**src/rtl/cnn_dma_pkg.sv**
```systemverilog
// cnn_dma_pkg: FSM state types, AXI attribute constants and bus widths
// shared by the CNN DMA master and its beat counter.
`ifndef AXI_ID_BITS
`define AXI_ID_BITS 4
`endif
`ifndef AXI_ADDR_BITS
`define AXI_ADDR_BITS 32
`endif
`ifndef AXI_DATA_BITS
`define AXI_DATA_BITS 32
`endif
`ifndef AXI_LEN_BITS
`define AXI_LEN_BITS 8
`endif
`ifndef AXI_SIZE_BITS
`define AXI_SIZE_BITS 3
`endif
`ifndef AXI_BURST_BITS
`define AXI_BURST_BITS 2
`endif
`ifndef AXI_STRB_BITS
`define AXI_STRB_BITS 4
`endif
`ifndef AXI_RESP_BITS
`define AXI_RESP_BITS 2
`endif

package cnn_dma_pkg;
   localparam int BEATS_LOG2 = 2;
   localparam logic [2:0] AXI_SIZE_4B = 3'b010;
   localparam logic [1:0] AXI_BURST_INCR = 2'b01;
   localparam logic [1:0] AXI_RESP_OKAY = 2'b00;

   typedef enum logic [1:0] {
      R_IDLE, R_ADDR, R_DATA, R_RESP
   } rd_state_t;

   typedef enum logic [1:0] {
      W_IDLE, W_ADDR, W_DATA, W_RESP
   } wr_state_t;
endpackage

```
**src/rtl/cnn_dma_beat_ctr.sv**
```systemverilog
// cnn_dma_beat_ctr: 2-bit burst beat counter with clear and increment;
// last flags the final beat position of a 4-beat burst.
module cnn_dma_beat_ctr
   import cnn_dma_pkg::*;
(
   input  logic clk,
   input  logic resetn,
   input  logic clr,
   input  logic inc,
   output logic [BEATS_LOG2-1:0] cnt,
   output logic last
);
   always_ff @(posedge clk or negedge resetn) begin
      if (!resetn)
         cnt <= '0;
      else if (clr)
         cnt <= '0;
      else if (inc)
         cnt <= cnt + 1'b1;
   end

   assign last = &cnt;
endmodule

```
**src/rtl/cnn_dma_master.sv**
```systemverilog
// cnn_dma_master: AXI4 master moving 128-bit CNN operands as 4-beat INCR bursts.
// Optional completion interrupt enabled by defining CNN_DMA_IRQ_EN.
module cnn_dma_master
   import cnn_dma_pkg::*;
#(
   parameter logic [`AXI_ID_BITS-1:0] MASTER_ID = 4'd2,
   parameter int BEATS = 4
) (
   input  logic clk,
   input  logic resetn,
   input  logic rd_req_valid,
   output logic rd_req_ready,
   input  logic [31:0] rd_addr,
   output logic rd_resp_valid,
   input  logic rd_resp_ready,
   output logic [127:0] rd_data,
   output logic rd_err,
   input  logic wr_req_valid,
   output logic wr_req_ready,
   input  logic [31:0] wr_addr,
   input  logic [127:0] wr_data,
   output logic wr_done,
   output logic wr_err,
`ifdef CNN_DMA_IRQ_EN
   output logic dma_interrupt,
   input  logic irq_clr,
`endif
   output logic [`AXI_ID_BITS-1:0] awid,
   output logic [`AXI_ADDR_BITS-1:0] awaddr,
   output logic [`AXI_LEN_BITS-1:0] awlen,
   output logic [`AXI_SIZE_BITS-1:0] awsize,
   output logic [`AXI_BURST_BITS-1:0] awburst,
   output logic awvalid,
   input  logic awready,
   output logic [`AXI_DATA_BITS-1:0] wdata,
   output logic [`AXI_STRB_BITS-1:0] wstrb,
   output logic wlast,
   output logic wvalid,
   input  logic wready,
   input  logic [`AXI_ID_BITS-1:0] bid,
   input  logic [`AXI_RESP_BITS-1:0] bresp,
   input  logic bvalid,
   output logic bready,
   output logic [`AXI_ID_BITS-1:0] arid,
   output logic [`AXI_ADDR_BITS-1:0] araddr,
   output logic [`AXI_LEN_BITS-1:0] arlen,
   output logic [`AXI_SIZE_BITS-1:0] arsize,
   output logic [`AXI_BURST_BITS-1:0] arburst,
   output logic arvalid,
   input  logic arready,
   input  logic [`AXI_ID_BITS-1:0] rid,
   input  logic [`AXI_DATA_BITS-1:0] rdata,
   input  logic [`AXI_RESP_BITS-1:0] rresp,
   input  logic rlast,
   input  logic rvalid,
   output logic rready
);
   rd_state_t rd_state, rd_next;
   wr_state_t wr_state, wr_next;
   logic live;
   logic rd_ovf;
   logic [BEATS_LOG2-1:0] rd_cnt, wr_cnt;
   logic rd_last, wr_last;
   logic rd_acc, wr_acc, ar_hs, r_hs, aw_hs, w_hs, b_hs;
   logic [127:0] wr_buf;
   logic unused_ok;

   assign unused_ok = ^{bid, rid};

   assign arid    = MASTER_ID;
   assign awid    = MASTER_ID;
   assign arlen   = `AXI_LEN_BITS'(BEATS - 1);
   assign awlen   = `AXI_LEN_BITS'(BEATS - 1);
   assign arsize  = AXI_SIZE_4B;
   assign awsize  = AXI_SIZE_4B;
   assign arburst = AXI_BURST_INCR;
   assign awburst = AXI_BURST_INCR;
   assign wstrb   = {`AXI_STRB_BITS{1'b1}};
   assign wdata   = wr_buf[{wr_cnt, 5'd0} +: 32];

   assign rd_acc = rd_req_valid && rd_req_ready;
   assign wr_acc = wr_req_valid && wr_req_ready;
   assign ar_hs  = arvalid && arready;
   assign r_hs   = rready && rvalid;
   assign aw_hs  = awvalid && awready;
   assign w_hs   = wvalid && wready;
   assign b_hs   = bready && bvalid;

   // Holds command readiness low until the first edge after reset release
   always_ff @(posedge clk or negedge resetn) begin
      if (!resetn) live <= 1'b0;
      else         live <= 1'b1;
   end

   always_ff @(posedge clk or negedge resetn) begin
      if (!resetn) begin
         rd_state <= R_IDLE;
         wr_state <= W_IDLE;
      end else begin
         rd_state <= rd_next;
         wr_state <= wr_next;
      end
   end

   always_comb begin
      rd_next = rd_state;
      unique case (rd_state)
         R_IDLE: if (rd_acc) rd_next = R_ADDR;
         R_ADDR: if (arready) rd_next = R_DATA;
         R_DATA: if (rvalid && rlast) rd_next = R_RESP;
         R_RESP: if (rd_resp_ready) rd_next = R_IDLE;
         default: rd_next = R_IDLE;
      endcase
   end

   always_comb begin
      rd_req_ready  = 1'b0;
      arvalid       = 1'b0;
      rready        = 1'b0;
      rd_resp_valid = 1'b0;
      unique case (rd_state)
         R_IDLE: rd_req_ready = live;
         R_ADDR: arvalid = 1'b1;
         R_DATA: rready = 1'b1;
         R_RESP: rd_resp_valid = 1'b1;
         default: ;
      endcase
   end

   always_comb begin
      wr_next = wr_state;
      unique case (wr_state)
         W_IDLE: if (wr_acc) wr_next = W_ADDR;
         W_ADDR: if (awready) wr_next = W_DATA;
         W_DATA: if (wready && wr_last) wr_next = W_RESP;
         W_RESP: if (bvalid) wr_next = W_IDLE;
         default: wr_next = W_IDLE;
      endcase
   end

   always_comb begin
      wr_req_ready = 1'b0;
      awvalid      = 1'b0;
      wvalid       = 1'b0;
      wlast        = 1'b0;
      bready       = 1'b0;
      unique case (wr_state)
         W_IDLE: wr_req_ready = live;
         W_ADDR: awvalid = 1'b1;
         W_DATA: begin
            wvalid = 1'b1;
            wlast  = wr_last;
         end
         W_RESP: bready = 1'b1;
         default: ;
      endcase
   end

   // Overflow marks a full burst seen without RLAST; later beats are dropped
   always_ff @(posedge clk or negedge resetn) begin
      if (!resetn) begin
         araddr  <= '0;
         rd_data <= '0;
         rd_err  <= 1'b0;
         rd_ovf  <= 1'b0;
      end else begin
         if (rd_acc) begin
            araddr <= rd_addr;
            rd_err <= 1'b0;
            rd_ovf <= 1'b0;
         end
         if (r_hs) begin
            if (!rd_ovf)
               rd_data[{rd_cnt, 5'd0} +: 32] <= rdata;
            if (rd_last && !rlast)
               rd_ovf <= 1'b1;
            if (rresp != AXI_RESP_OKAY || rd_ovf || (rlast && !rd_last))
               rd_err <= 1'b1;
         end
      end
   end

   always_ff @(posedge clk or negedge resetn) begin
      if (!resetn) begin
         awaddr  <= '0;
         wr_buf  <= '0;
         wr_done <= 1'b0;
         wr_err  <= 1'b0;
      end else begin
         wr_done <= b_hs;
         if (wr_acc) begin
            awaddr <= wr_addr;
            wr_buf <= wr_data;
         end
         if (b_hs)
            wr_err <= (bresp != AXI_RESP_OKAY);
      end
   end

`ifdef CNN_DMA_IRQ_EN
   always_ff @(posedge clk or negedge resetn) begin
      if (!resetn)
         dma_interrupt <= 1'b0;
      else if (wr_done)
         dma_interrupt <= 1'b1;
      else if (irq_clr)
         dma_interrupt <= 1'b0;
   end
`endif

   cnn_dma_beat_ctr u_rd_ctr (
      .clk    (clk),
      .resetn (resetn),
      .clr    (ar_hs),
      .inc    (r_hs),
      .cnt    (rd_cnt),
      .last   (rd_last)
   );

   cnn_dma_beat_ctr u_wr_ctr (
      .clk    (clk),
      .resetn (resetn),
      .clr    (aw_hs),
      .inc    (w_hs),
      .cnt    (wr_cnt),
      .last   (wr_last)
   );
endmodule

```
**config.mk**
```make
export PLATFORM = sky130hd
export DESIGN_NAME = cnn_dma_master
export DESIGN_NICKNAME = d
export VERILOG_FILES = /design/src/rtl/cnn_dma_pkg.sv /design/src/rtl/cnn_dma_beat_ctr.sv /design/src/rtl/cnn_dma_master.sv
export SDC_FILE = /design/constraint.sdc
export NUM_CORES = 1
export LEC_CHECK = 0
export BUFFER_PORTS_ARGS = -buffer_cell sky130_fd_sc_hd__buf_2
export CORE_AREA = 2 2 205 207
export DETAILED_ROUTE_END_ITERATION = 10
export DIE_AREA = 0 0 207 209
export PLACE_DENSITY = 0.69
export SLEW_MARGIN = 20
export SYNTH_ARGS = -nofsm -noshare
export SYNTH_HDL_FRONTEND = slang
export SYNTH_HIERARCHICAL = 1
export SYNTH_SLANG_ARGS = --single-unit
```
**constraint.sdc**
```tcl
create_clock -name clk -period 2.6 [get_ports clk]
set_input_delay 0.13 -clock clk [delete_from_list [all_inputs] [get_ports clk]]
set_output_delay 0.13 -clock clk [all_outputs]
set_load 0.01 [all_outputs]
```
==> impl_metrics.toml <==
[outcome]
status = "complete, no violations"

[placed_design]
gp_congestion = 0.786
io_buffers = 474
post-dp-hpwl_um = 25800

[sta]
finalHoldViolations = 0
fin_crit_sh = 0.849
hold-worst-slack_ns = 0.0804
fin_tns_setup_ns = 0
slew_violations = 0
fmax_mhz = 453
max_slew.worst_pin.slew_ns = 0.629
period_needed_ns = 2.21
rsz0062_at_grt = "no"
slew_headroom = 0.580
fin_skew_ns = 0.0149
final-setup-viol-count = 0

[clocking]
numCtsBuffers = 38
cts_buffer_depth = 3
cts_max_level = 2
clk_latency_ns = 0.54
tritoncts = "built"
path_clk_slew_ns = 0.06
cts.sinks = 333
cts_root_buf = "clkbuf_16"

[hold_path]
hp-class = "input pin to register"
hold_start = "wready"

[drt]
wl_per_cell_um = 18.6
detail-route-antenna-nets = 0
drc_errors = 0
vias = 10500
wl_um = 41100
via_per_inst = 4.75
first_pass_iters = 5
drt_iter0_drc = 445

[power_and_ir_drop]
power_frac_comb = 0.352
switching_power_mw = 6.44
p_sw_frac = 0.316
cellPowerDensity_nw_per_um2 = 1010
internal-power_mw = 14.0
p_leak_nw = 9.93
p_seq_frac = 0.397
clockPowerShare = 0.250
vdd_drop_max_mv = 0.476

[grt]
grt.overflow.total = 0
antenna_found_initial = 2
grt_max_degree = 97
grt_usage = 0.187
grt_pass1_vias = 11500
grt_pass1_wl_um = 64500

[final_layout]
nFillCells = 3528
nNetsFinal = 1903
area_growth_pct = 47.8
layout_commonest_cell = "buf_2"
drive_gt1_frac = 0.476
most-common-layout-cells = "buf_2, dfrtp_1, dlygate4sd3_1"

[logic_synthesis]
syn_inst = 918
seq_area_frac_synth = 0.610
ys_types = 34
synth-seq-cells = 333
synth_area_per_cell_um2 = 14.9
yosys_warnings = 6
netlist_area_um2 = 13700

[worst_setup_path]
crit_slowest_cell = "buf_4"
arrival_ns = 2.08
path_cells = "buf_4 > mux4_2 > buf_2"
critical_path.max_stage_delay_ns = 0.47
crit_fanout = 30
startpoint = "u_wr_ctr/cnt[1]$_DFFE_PN0P_"
crit_path_end_kind = "output port"
r2r-start = "u_rd_ctr/cnt[1]$_DFFE_PN0P_"
path_class = "register to output port"
crit_path_start_kind = "register"
critPathRequiredTime_ns = 2.47

[floorplanning]
fp.coreArea_um2 = 41300
die_area_um2 = 43300
die_height_um = 209
die_x_um = 207
io_pins = 521
rows = 75
start_util = 0.331

[job]
cap_violations = 0
per-stage QoR:
step                total power [mW]   util  instances  setup WS [ns]  cell area (um2)
finish                          20.4  0.489       2202          0.393            20200
global route                    21.5  0.489       2202          0.328            20200
CTS                             20.5  0.489       2200          0.352            20200
detailed placement              15.0  0.403       1902          0.467            16700
global placement                14.7  0.403       1902          0.489            16700
floorplan                       12.2      -        955          0.657            13800
layout make-up:
class	count	area [um2]	share of cell area
clock inverters	10	86.3	0.00427
clock buffers	52	1080	0.0537
inverters	7	26.3	0.00130
flip-flops and latches	333	8330	0.413
repair buffers	738	5080	0.252
multi-input cells	521	4900	0.243
diodes	2	5.00	0.000248
well taps	539	674	0.0334
power by group through the flow:
stage | Clock [mW] | Sequential [mW] | Combinational [mW]
final | 5.11 | 8.11 | 7.18
after global routing | 5.49 | 8.31 | 7.72
after global placement | 0 | 7.99 | 6.70
after detailed placement | 0 | 8.11 | 6.86
after CTS | 5.27 | 8.04 | 7.16
after floorplan | 0 | 8.27 | 3.97
synth_stat cells (all sizes together):
library cell,count,area [um2]
a2111oi,2,42.5
a21boi,2,15.0
a21oi,1,5.00
a22o,97,850
a32o,1,10.0
and2,8,50.1
buf,78,500
clkbuf,16,60.1
conb,2,7.51
dfrtp,333,8330
ha,17,213
inv,7,26.3
mux2,194,2180
mux2i,4,40.0
mux4,32,721
nand2,64,240
nand3,2,20.0
nand4b,4,35.0
nand4bb,1,11.3
nor2,9,33.8
nor2b,4,25.0
nor3,3,31.3
nor4b,1,15.0
o21ai,33,165
or3b,1,8.76
xnor2,2,17.5
critical path: cells and delay by family (launching register included):
kind | cells | cell delay (ns)
buffers and inverters | 2 | 0.63
flip-flops | 1 | 0.46
multiplexers | 1 | 0.42
final timing paths:
| path | end | slack, ns | cells past startpoint |
|---|---|---|---|
| worst min register to register | rd_data[109]$_DFFE_PN0P_ | 0.48 | 2 |
| worst max register to register | rd_data[33]$_DFFE_PN0P_ | 0.48 | 6 |
| worst max-delay path | wdata[27] | 0.39 | 3 |
| min in group asynchronous | wr_buf[48]$_DFFE_PN0P_ | 0.18 | 2 |
| max in group asynchronous | wr_buf[33]$_DFFE_PN0P_ | 1.55 | 3 |
| worst min-delay path | u_wr_ctr/cnt[0]$_DFFE_PN0P_ | 0.08 | 4 |
sequential cells by signal, indices dropped and copies added (netlist names):
register and count:
rd_err 1, wr_done 1, awaddr 32, u_rd_ctr/cnt 2, wr_state 2, rd_data 128, wr_buf 128, u_wr_ctr/cnt 2
wr_err 1, live 1, rd_state 2, rd_ovf 1, araddr 32
cells by family after synthesis:
family,Yosys count,synth area share
compound gates,136,0.0796
xor+xnor,2,0.00128
fa+ha+maj,17,0.0156
buf+inv,101,0.0430
flops,333,0.610
mux,230,0.216
other cells,2,0.000550
simple gates,97,0.0344
layer usage:
| metal | wire length, um | vias up | share of wire | track usage |
|---|---|---|---|---|
| met5 | 0 | - | 0 | 0 |
| met4 | 1250 | 0 | 0.030 | 0.0722 |
| met3 | 2550 | 80 | 0.062 | 0.0467 |
| met2 | 20900 | 415 | 0.51 | 0.326 |
| met1 | 16300 | 5281 | 0.40 | 0.223 |
| li1 | - | 4676 | - | - |
timing repair:
| action | 4_1_cts | 5_1_grt |
|---|---|---|
| buffers inserted | 0 | 0 |
| resized for setup | 0 | 0 |
| hold endpoints to repair | 442 | 0 |
| hold buffers | 236 | 0 |
No activity file was read; power rests on OpenSTA's default activity.
